### config.mk
export PLATFORM = sky130hd
export DESIGN_NAME = lsu_mem_port
export DESIGN_NICKNAME = d
export VERILOG_FILES = /design/src/rtl/lsu_mem_port.sv
export SDC_FILE = /design/constraint.sdc
export NUM_CORES = 1
export LEC_CHECK = 0
export BUFFER_PORTS_ARGS = -buffer_cell sky130_fd_sc_hd__buf_2
export CAP_MARGIN = 25
export CELL_PAD_IN_SITES_DETAIL_PLACEMENT = 1
export CELL_PAD_IN_SITES_GLOBAL_PLACEMENT = 2
export CORE_ASPECT_RATIO = 1.75
export CORE_MARGIN = 2
export CORE_UTILIZATION = 33
export DETAILED_ROUTE_END_ITERATION = 8
export PLACE_DENSITY_LB_ADDON = 0.2
export SLEW_MARGIN = 25
export SYNTH_ARGS = -nofsm -noshare
export SYNTH_HDL_FRONTEND = slang
export SYNTH_SLANG_ARGS = --single-unit
### constraint.sdc
create_clock -name clk -period 2.1 [get_ports clk]
set_clock_uncertainty 0.15 [all_clocks]
set_input_delay 0 -clock clk [delete_from_list [all_inputs] [get_ports clk]]
set_output_delay 0 -clock clk [all_outputs]
set_load 0.01 [all_outputs]
### src/rtl/lsu_mem_port.sv
// lsu_mem_port: RISC-V load/store unit with alignment/range checks, load extension and read-modify-write sub-word stores.
module lsu_mem_port #(
  parameter int ADDR_TOP = 65535
) (
  input  logic             clk,
  input  logic             rst_b,
  input  logic             req_valid,
  output logic             req_ready,
  input  logic             req_we,
  input  logic [2:0]       req_funct3,
  input  logic [31:0]      req_addr,
  input  logic [31:0]      req_wdata,
  output logic             resp_valid,
  output logic [31:0]      resp_rdata,
  output logic             resp_fault,
  output logic [31:0]      mem_addr,
  input  logic [3:0][7:0]  mem_rdata,
  output logic [3:0][7:0]  mem_wdata,
  output logic             mem_we
);
  typedef enum logic [1:0] {IDLE, ACCESS, WRITE, RESP} state_t;
  state_t state, state_nx;
  logic we_r;
  logic [2:0] f3_r;
  logic [31:0] addr_r, wdata_r, ld;
  logic [3:0][7:0] buf_r, merged;
  logic legal, misal, oor, fault, sw;
  logic [7:0] b;
  logic [15:0] h;
  always_comb begin
    legal = req_we ? (req_funct3 < 3'd3) : (req_funct3 != 3'd3 && req_funct3[2:1] != 2'b11);
    misal = (req_funct3[1:0] == 2'b01 && req_addr[0]) || (req_funct3[1:0] == 2'b10 && |req_addr[1:0]);
    oor = {1'b0, req_addr[31:2], 2'b00} + 33'd3 > 33'(ADDR_TOP);
    fault = !legal || misal || oor;
  end
  assign sw = we_r && f3_r[1:0] == 2'b10;
  always_comb begin
    state_nx = state;
    case (state)
      IDLE:    state_nx = req_valid ? (fault ? RESP : ACCESS) : IDLE;
      ACCESS:  state_nx = (we_r && !sw) ? WRITE : RESP;
      WRITE:   state_nx = RESP;
      default: state_nx = IDLE;
    endcase
  end
  always_ff @(posedge clk or negedge rst_b)
    if (!rst_b) state <= IDLE;
    else state <= state_nx;
  always_comb begin
    b = mem_rdata[addr_r[1:0]];
    h = {mem_rdata[{addr_r[1], 1'b1}], mem_rdata[{addr_r[1], 1'b0}]};
    ld = f3_r[1:0] == 2'b00 ? {{24{~f3_r[2] & b[7]}}, b} :
         f3_r[1:0] == 2'b01 ? {{16{~f3_r[2] & h[15]}}, h} : mem_rdata;
  end
  // Sub-word merge: overwrite only the addressed lanes of the word read in ACCESS
  always_comb begin
    merged = buf_r;
    for (int i = 0; i < 4; i++) begin
      if (f3_r[1:0] == 2'b00 && 2'(i) == addr_r[1:0]) merged[i] = wdata_r[7:0];
      if (f3_r[1:0] == 2'b01 && 1'(i >> 1) == addr_r[1]) merged[i] = wdata_r[8*(i%2) +: 8];
    end
  end
  assign req_ready = state == IDLE;
  assign resp_valid = state == RESP;
  assign mem_we = (state == ACCESS && sw) || state == WRITE;
  assign mem_addr = (state == ACCESS || state == WRITE) ? {addr_r[31:2], 2'b00} : '0;
  assign mem_wdata = state == WRITE ? merged : (state == ACCESS && sw) ? wdata_r : '0;
  always_ff @(posedge clk or negedge rst_b)
    if (!rst_b) begin
      we_r <= 1'b0;
      f3_r <= '0;
      addr_r <= '0;
      wdata_r <= '0;
      buf_r <= '0;
      resp_rdata <= '0;
      resp_fault <= 1'b0;
    end else begin
      if (state == IDLE && req_valid) begin
        we_r <= req_we;
        f3_r <= req_funct3;
        addr_r <= req_addr;
        wdata_r <= req_wdata;
        resp_fault <= fault;
      end
      if (state == ACCESS) begin
        buf_r <= mem_rdata;
        if (!we_r) resp_rdata <= ld;
      end
      if (state == RESP) begin
        resp_rdata <= '0;
        resp_fault <= 1'b0;
      end
    end
endmodule

==> results.ini, run 1 <==
[timing]
max_freq_ghz=0.434
hold-worst-slack_ps=184
worstMarginPinSlew_ps=497
final_hold_viol_count=0
slew_viol_final=0
rsz0062_at_grt=true
setup_ws_ps=-202
tns_ps=-3520
fin_crit_ps=2300
period_share_pct=110
max-slew-margin-rel_pct=66.5
finalSetupViolCount=32

[layout]
seqCellArea_um2=3380
drive_above_1_share_pct=52.8
multi_input_area_um2=3440
final_nets=1025
nFillCells=2099
antenna_cells=0
area_growth_pct=61.4

[critical_path]
arrival_ps=2150
crit_type=flop to output port
startpoint_type=flop
crit_fanout=8
worstSetupEndpointType=output port
critical_path_required_ps=1950

[clock_tree]
cts_buffers=17
clockBufferDepth=2
clk_latency_ps=430
htreeDepth=4
cts_tree=yes
clk_pin_slew_worst_paths_ps=60
cts_root_buffer=clkbuf_16
numClockSinks=135

[synthesis]
seq_area_frac_synth_pct=50.5
ys_warn_count=0
synth_edf_count=0
yosysMostFrequentCell=dfrtp_1
async_reset_ff_share_pct=100
syn_inst=561
syn-cell-area_um2=6690
synth_common_cells=dfrtp_1 (135), mux2_2 (105), nand2_1 (37), and2_1 (30), o21ai_0 (26)
syn_area_per_cell_um2=11.9
synth_seq_cells=135
yosysTopAreaCellShare_pct=50.5
netlist-cell-type-count=48
synth_top_cell_by_area=dfrtp_1
synth_ff_type=dfrtp_1
synthTopCellsByArea=dfrtp_1 (50%), mux2_2 (18%), mux2i_1 (3.1%), a22o_1 (3.0%), and2_1 (2.8%)

[grt]
antenna_found_initial=0
grt_pass1_wl_um=38000
grt_max_degree=48
grt-ovfl-total=0
grt_pass1_vias=6664
gr-usage-all-layers_pct=23.0

[pwr]
pwr_density_cell_nw_per_um2=1690
p_seq_share_pct=26.7
switching_share_pct=38.2
power_frac_clock_pct=17.3
p_int_mw=11.3
p_leak_nw=5.06
ir_drop_uv=1190
combPwrFrac_pct=56.1
power_switching_mw=6.97

[route]
totalWireLength_um=26200
post_drt_wl_per_cell_um=22.3
ant_nets=0
dr.first_iter.drc_count=257
drt_pass1_iterations=4
via_count=6027
via_per_inst=5.13
drc=0

[floorplan]
die_y_um=192
die_w_um=112
core_um2=19800
io_pins=203
initial_utilization_pct=33.8
dieArea_um2=21500
std_cell_rows=68

[run_status]
status=complete, but fails checks
violations=negative setup slack

[run]
drv_cap=0

[placement]
io_buffers=200
gp_congestion=0.811
hpwl_um=16700

[worst_hold_path]
hold_path.class=input pin to flop

==> path summary, 6_finish.rpt <==
| check | endpoint | cells after the start | start | slack, ps |
|---|---|---|---|---|
| min in group asynchronous | addr_r[15] | 3 | rst_b | 450 |
| max reg2reg | resp_rdata[19] | 9 | f3_r[1] | 100 |
| max | mem_wdata[31] | 9 | f3_r[1] | -200 |
| min | addr_r[8] | 3 | req_addr[8] | 180 |
| min reg2reg | resp_rdata[24] | 2 | resp_rdata[24] | 330 |
| max in group asynchronous | addr_r[1] | 4 | rst_b | 680 |
==> power by group through the flow <==
stage / sequential [mW] / clock [mW] / combinational, mW
6_report: 4.87 / 3.15 / 10.2
2_1_floorplan: 4.46 / 0 / 4.67
4_1_cts: 4.74 / 3.21 / 8.55
3_3_place_gp: 4.67 / 0 / 7.15
5_1_grt: 5.01 / 3.32 / 10.9
3_5_place_dp: 4.74 / 0 / 7.33
==> cell usage in the layout (no fill, tap or decap), types with 8 or more instances in the layout <==
cell type,Yosys,final
a21o_1,8,8
a21oi_1,12,9
a22o_1,23,23
and2_1,30,12
and2_4,0,18
buf_12,0,12
buf_2,7,173
buf_4,9,42
buf_6,4,42
clkbuf_16,0,20
dfrtp_1,135,133
dlygate4sd3_1,0,103
inv_1,10,8
mux2_2,105,100
mux2_4,0,8
mux2i_1,21,12
nand2_1,37,35
nor2_1,20,18
o21ai_0,26,18
o21ai_1,8,10
o21ai_2,10,15
or3_1,8,8
==> worst max-delay path: stages (launching register included) <==
cell and delay (ps):
dfrtp_1 400, buf_6 130, buf_6 110, buf_4 120
nand3b_1 260, buf_6 220, o21ai_2 140, a21oi_2 50
a21o_1 170, buf_6 120
==> what timing repair did <==
item | in CTS | in global routing
buffers inserted | 20 | 18
gates resized for setup | 65 | 83
hold endpoints to repair | 270 | 0
gates cloned | 3 | 5
hold buffers | 103 | 0
pin swaps | 16 | 19
setup endpoints to repair | 32 | 98
==> cell type report <==
type                    instances  area share (%)
clock buffers                  20            4.32
clock inverters                12            1.39
inverters                      11           0.429
multi-input cells             377            31.8
flip-flops and latches        135            31.3
well taps                     245            2.84
repair buffers                376            27.9
==> routing by layer <==
metal	global-route usage (%)	share of wire, %	up-vias
met1	24.4	35	3049
met4	9.78	2.7	0
li1	-	-	2736
met3	5.24	4.9	41
met2	43.2	57	201
met5	0	0	-
==> state kept, by name, summed over array words and instances, names as in the netlist <==
signal / count
addr_r: 32
resp_rdata: 32
we_r: 1
f3_r: 3
state: 2
wdata_r: 32
buf_r: 32
resp_fault: 1
==> through the flow <==
| step | worst slack (ps) | total power [mW] | area [um^2] | utilization, % | instances |
|---|---|---|---|---|---|
| 5_1_grt | -278 | 19.2 | 10800 | 54.5 | 1176 |
| 3_3_place_gp | -61.4 | 11.8 | 8150 | 41.1 | 1001 |
| 3_5_place_dp | -192 | 12.1 | 8150 | 41.1 | 1001 |
| 2_1_floorplan | 206 | 9.13 | 6700 | - | 562 |
| 4_1_cts | -246 | 16.5 | 10300 | 51.8 | 1158 |
| 6_report | -202 | 18.3 | 10800 | 54.5 | 1176 |
==> cell families after synthesis <==
kind of cell	share of synthesized area, %
fa+ha+maj	0.748
compound gates	12.6
simple gates	10.2
buf+inv	4.00
other cells	0.0560
mux	22.0
flops	50.5
Note: power is estimated with default switching activity, not from simulation.
==> run 2: changes to the inputs <==
==> constraint.sdc (replaced) <==
create_clock -name clk -period 2.1 [get_ports clk]
set_clock_uncertainty 0.15 [all_clocks]
set_input_delay 0.42 -clock clk [delete_from_list [all_inputs] [get_ports clk]]
set_output_delay 0.42 -clock clk [all_outputs]
set_load 0.01 [all_outputs]
==> results.ini, run 2 (synthesis results as in run 1) <==
[run_status]
status=complete, but fails checks
violations=negative setup slack

[route]
dr.first_iter.drc_count=179
ant_nets=0
totalWireLength_um=23900
via_count=5576
drt_pass1_iterations=4
drc=0
post_drt_wl_per_cell_um=22.3
via_per_inst=5.20

[floorplan]
core_um2=19800
initial_utilization_pct=33.8
io_pins=203
die_y_um=192
std_cell_rows=68
dieArea_um2=21500
die_w_um=112

[layout]
final_common_cell=buf_2
fin_util_pct=49.6
antenna_cells=0
nFillCells=2132
layout_common_cells=buf_2 (158), dfrtp_1 (131), mux2_2 (105)
drive_above_1_share_pct=60.3
final_nets=922
area_growth_pct=46.9
stdcell_area_um2=9830

[grt]
grt_max_degree=36
grt_pass1_vias=6324
grt_pass1_wl_um=35900
gr-usage-all-layers_pct=21.8
grt-ovfl-total=0
antenna_found_initial=1

[clock_tree]
htreeDepth=4
cts_root_buffer=clkbuf_16
cts_buffers=17
clk_latency_ps=430
cts_tree=yes
clockBufferDepth=2
numClockSinks=135
clk_pin_slew_worst_paths_ps=60

[timing]
setup_ws_ps=-491
max_freq_ghz=0.386
rsz0062_at_grt=true
slew_viol_final=0
period_share_pct=123
finalSetupViolCount=63
final_hold_viol_count=0
fin_crit_ps=2590
hold-worst-slack_ps=71.2

[critical_path]
startpoint_type=flop
arrival_ps=2020
critical_path_required_ps=1530
crit_fanout=7
crit_type=flop to output port
worstSetupEndpointType=output port

[placement]
gp_congestion=0.818
hpwl_um=17100
io_buffers=200
placed_cell_area_um2=8300
dpl_worst_slack_ps=-312

[pwr]
p_leak_nw=4.65
pwr_density_cell_nw_per_um2=1840
total_power_mw=18.1
ir_drop_uv=1030

[worst_hold_path]
hold_path.class=input pin to flop

[run]
drv_cap=0

-- run 2: changes by cell type in the layout (fill, tap and decap cells not counted), sizes merged --
cell / before / now
and4bb: 2 / 1
clkbuf: 23 / 24
clkinv: 3 / 4
clkinvlp: 6 / 4
dlygate4sd3: 103 / 1
inv: 11 / 12
nand3: 3 / 2
-- run 2: power breakdown --
| part | switching (mW) | internal, mW |
|---|---|---|
| sequential | 0.918 | 3.85 |
| clock | 1.22 | 1.96 |
| combinational | 4.56 | 5.55 |
-- run 2: per-layer routing --
layer | wire [um] | global-route usage, % | part of all wire (%) | vias to the layer above
li1 | - | - | - | 2529
met1 | 8630 | 23.0 | 36 | 2829
met2 | 13400 | 40.8 | 56 | 178
met3 | 1280 | 5.56 | 5.3 | 40
met4 | 626 | 9.35 | 2.6 | 0
met5 | 0 | 0 | 0 | -
-- run 2: final timing paths --
path	endpoint	slack, ps	start	cells after the start
worst max-delay path	mem_wdata[31]	-490	f3_r[0]	6
worst min-delay path	wdata_r[25]	70	req_wdata[25]	2
worst max register to register	resp_rdata[21]	70	state[1]	9
worst min register to register	resp_rdata[27]	330	resp_rdata[27]	2
max in group asynchronous	f3_r[0]	890	rst_b	3
min in group asynchronous	addr_r[11]	300	rst_b	2
-- run 2: what timing repair did --
item | 4_1_cts | 5_1_grt
hold endpoints to repair | 27 | 0
pin swaps | 21 | 15
cloned | 2 | 4
resized for setup | 50 | 102
setup endpoints to repair | 88 | 88
hold buffers | 1 | 0
buffers inserted | 12 | 11
-- run 2: critical path, stage by stage (launching register included) --
cell      delay (ps)
dfrtp_2          450
and4bb_2         370
buf_6            150
mux2i_4          240
a21oi_2           80
a21o_1           170
buf_6            120
-- run 2: per-stage QoR --
step | instances | setup TNS (ps)
4_1_cts | 1064 | -22570
5_1_grt | 1073 | -25970
3_3_place_gp | 1017 | -6810
3_5_place_dp | 1017 | -10520
6_report | 1073 | -21680
2_1_floorplan | 562 | 0
-- run 2: area by class of cell --
class	count	area (um^2)	area share, %
timing repair buffer	275	2150	21.8
tap	245	307	3.12
sequential	135	3380	34.4
clock buffer	20	467	4.75
inverter	11	41.3	0.420
multi-input combinational	375	3340	34.0
clock inverter	12	149	1.51
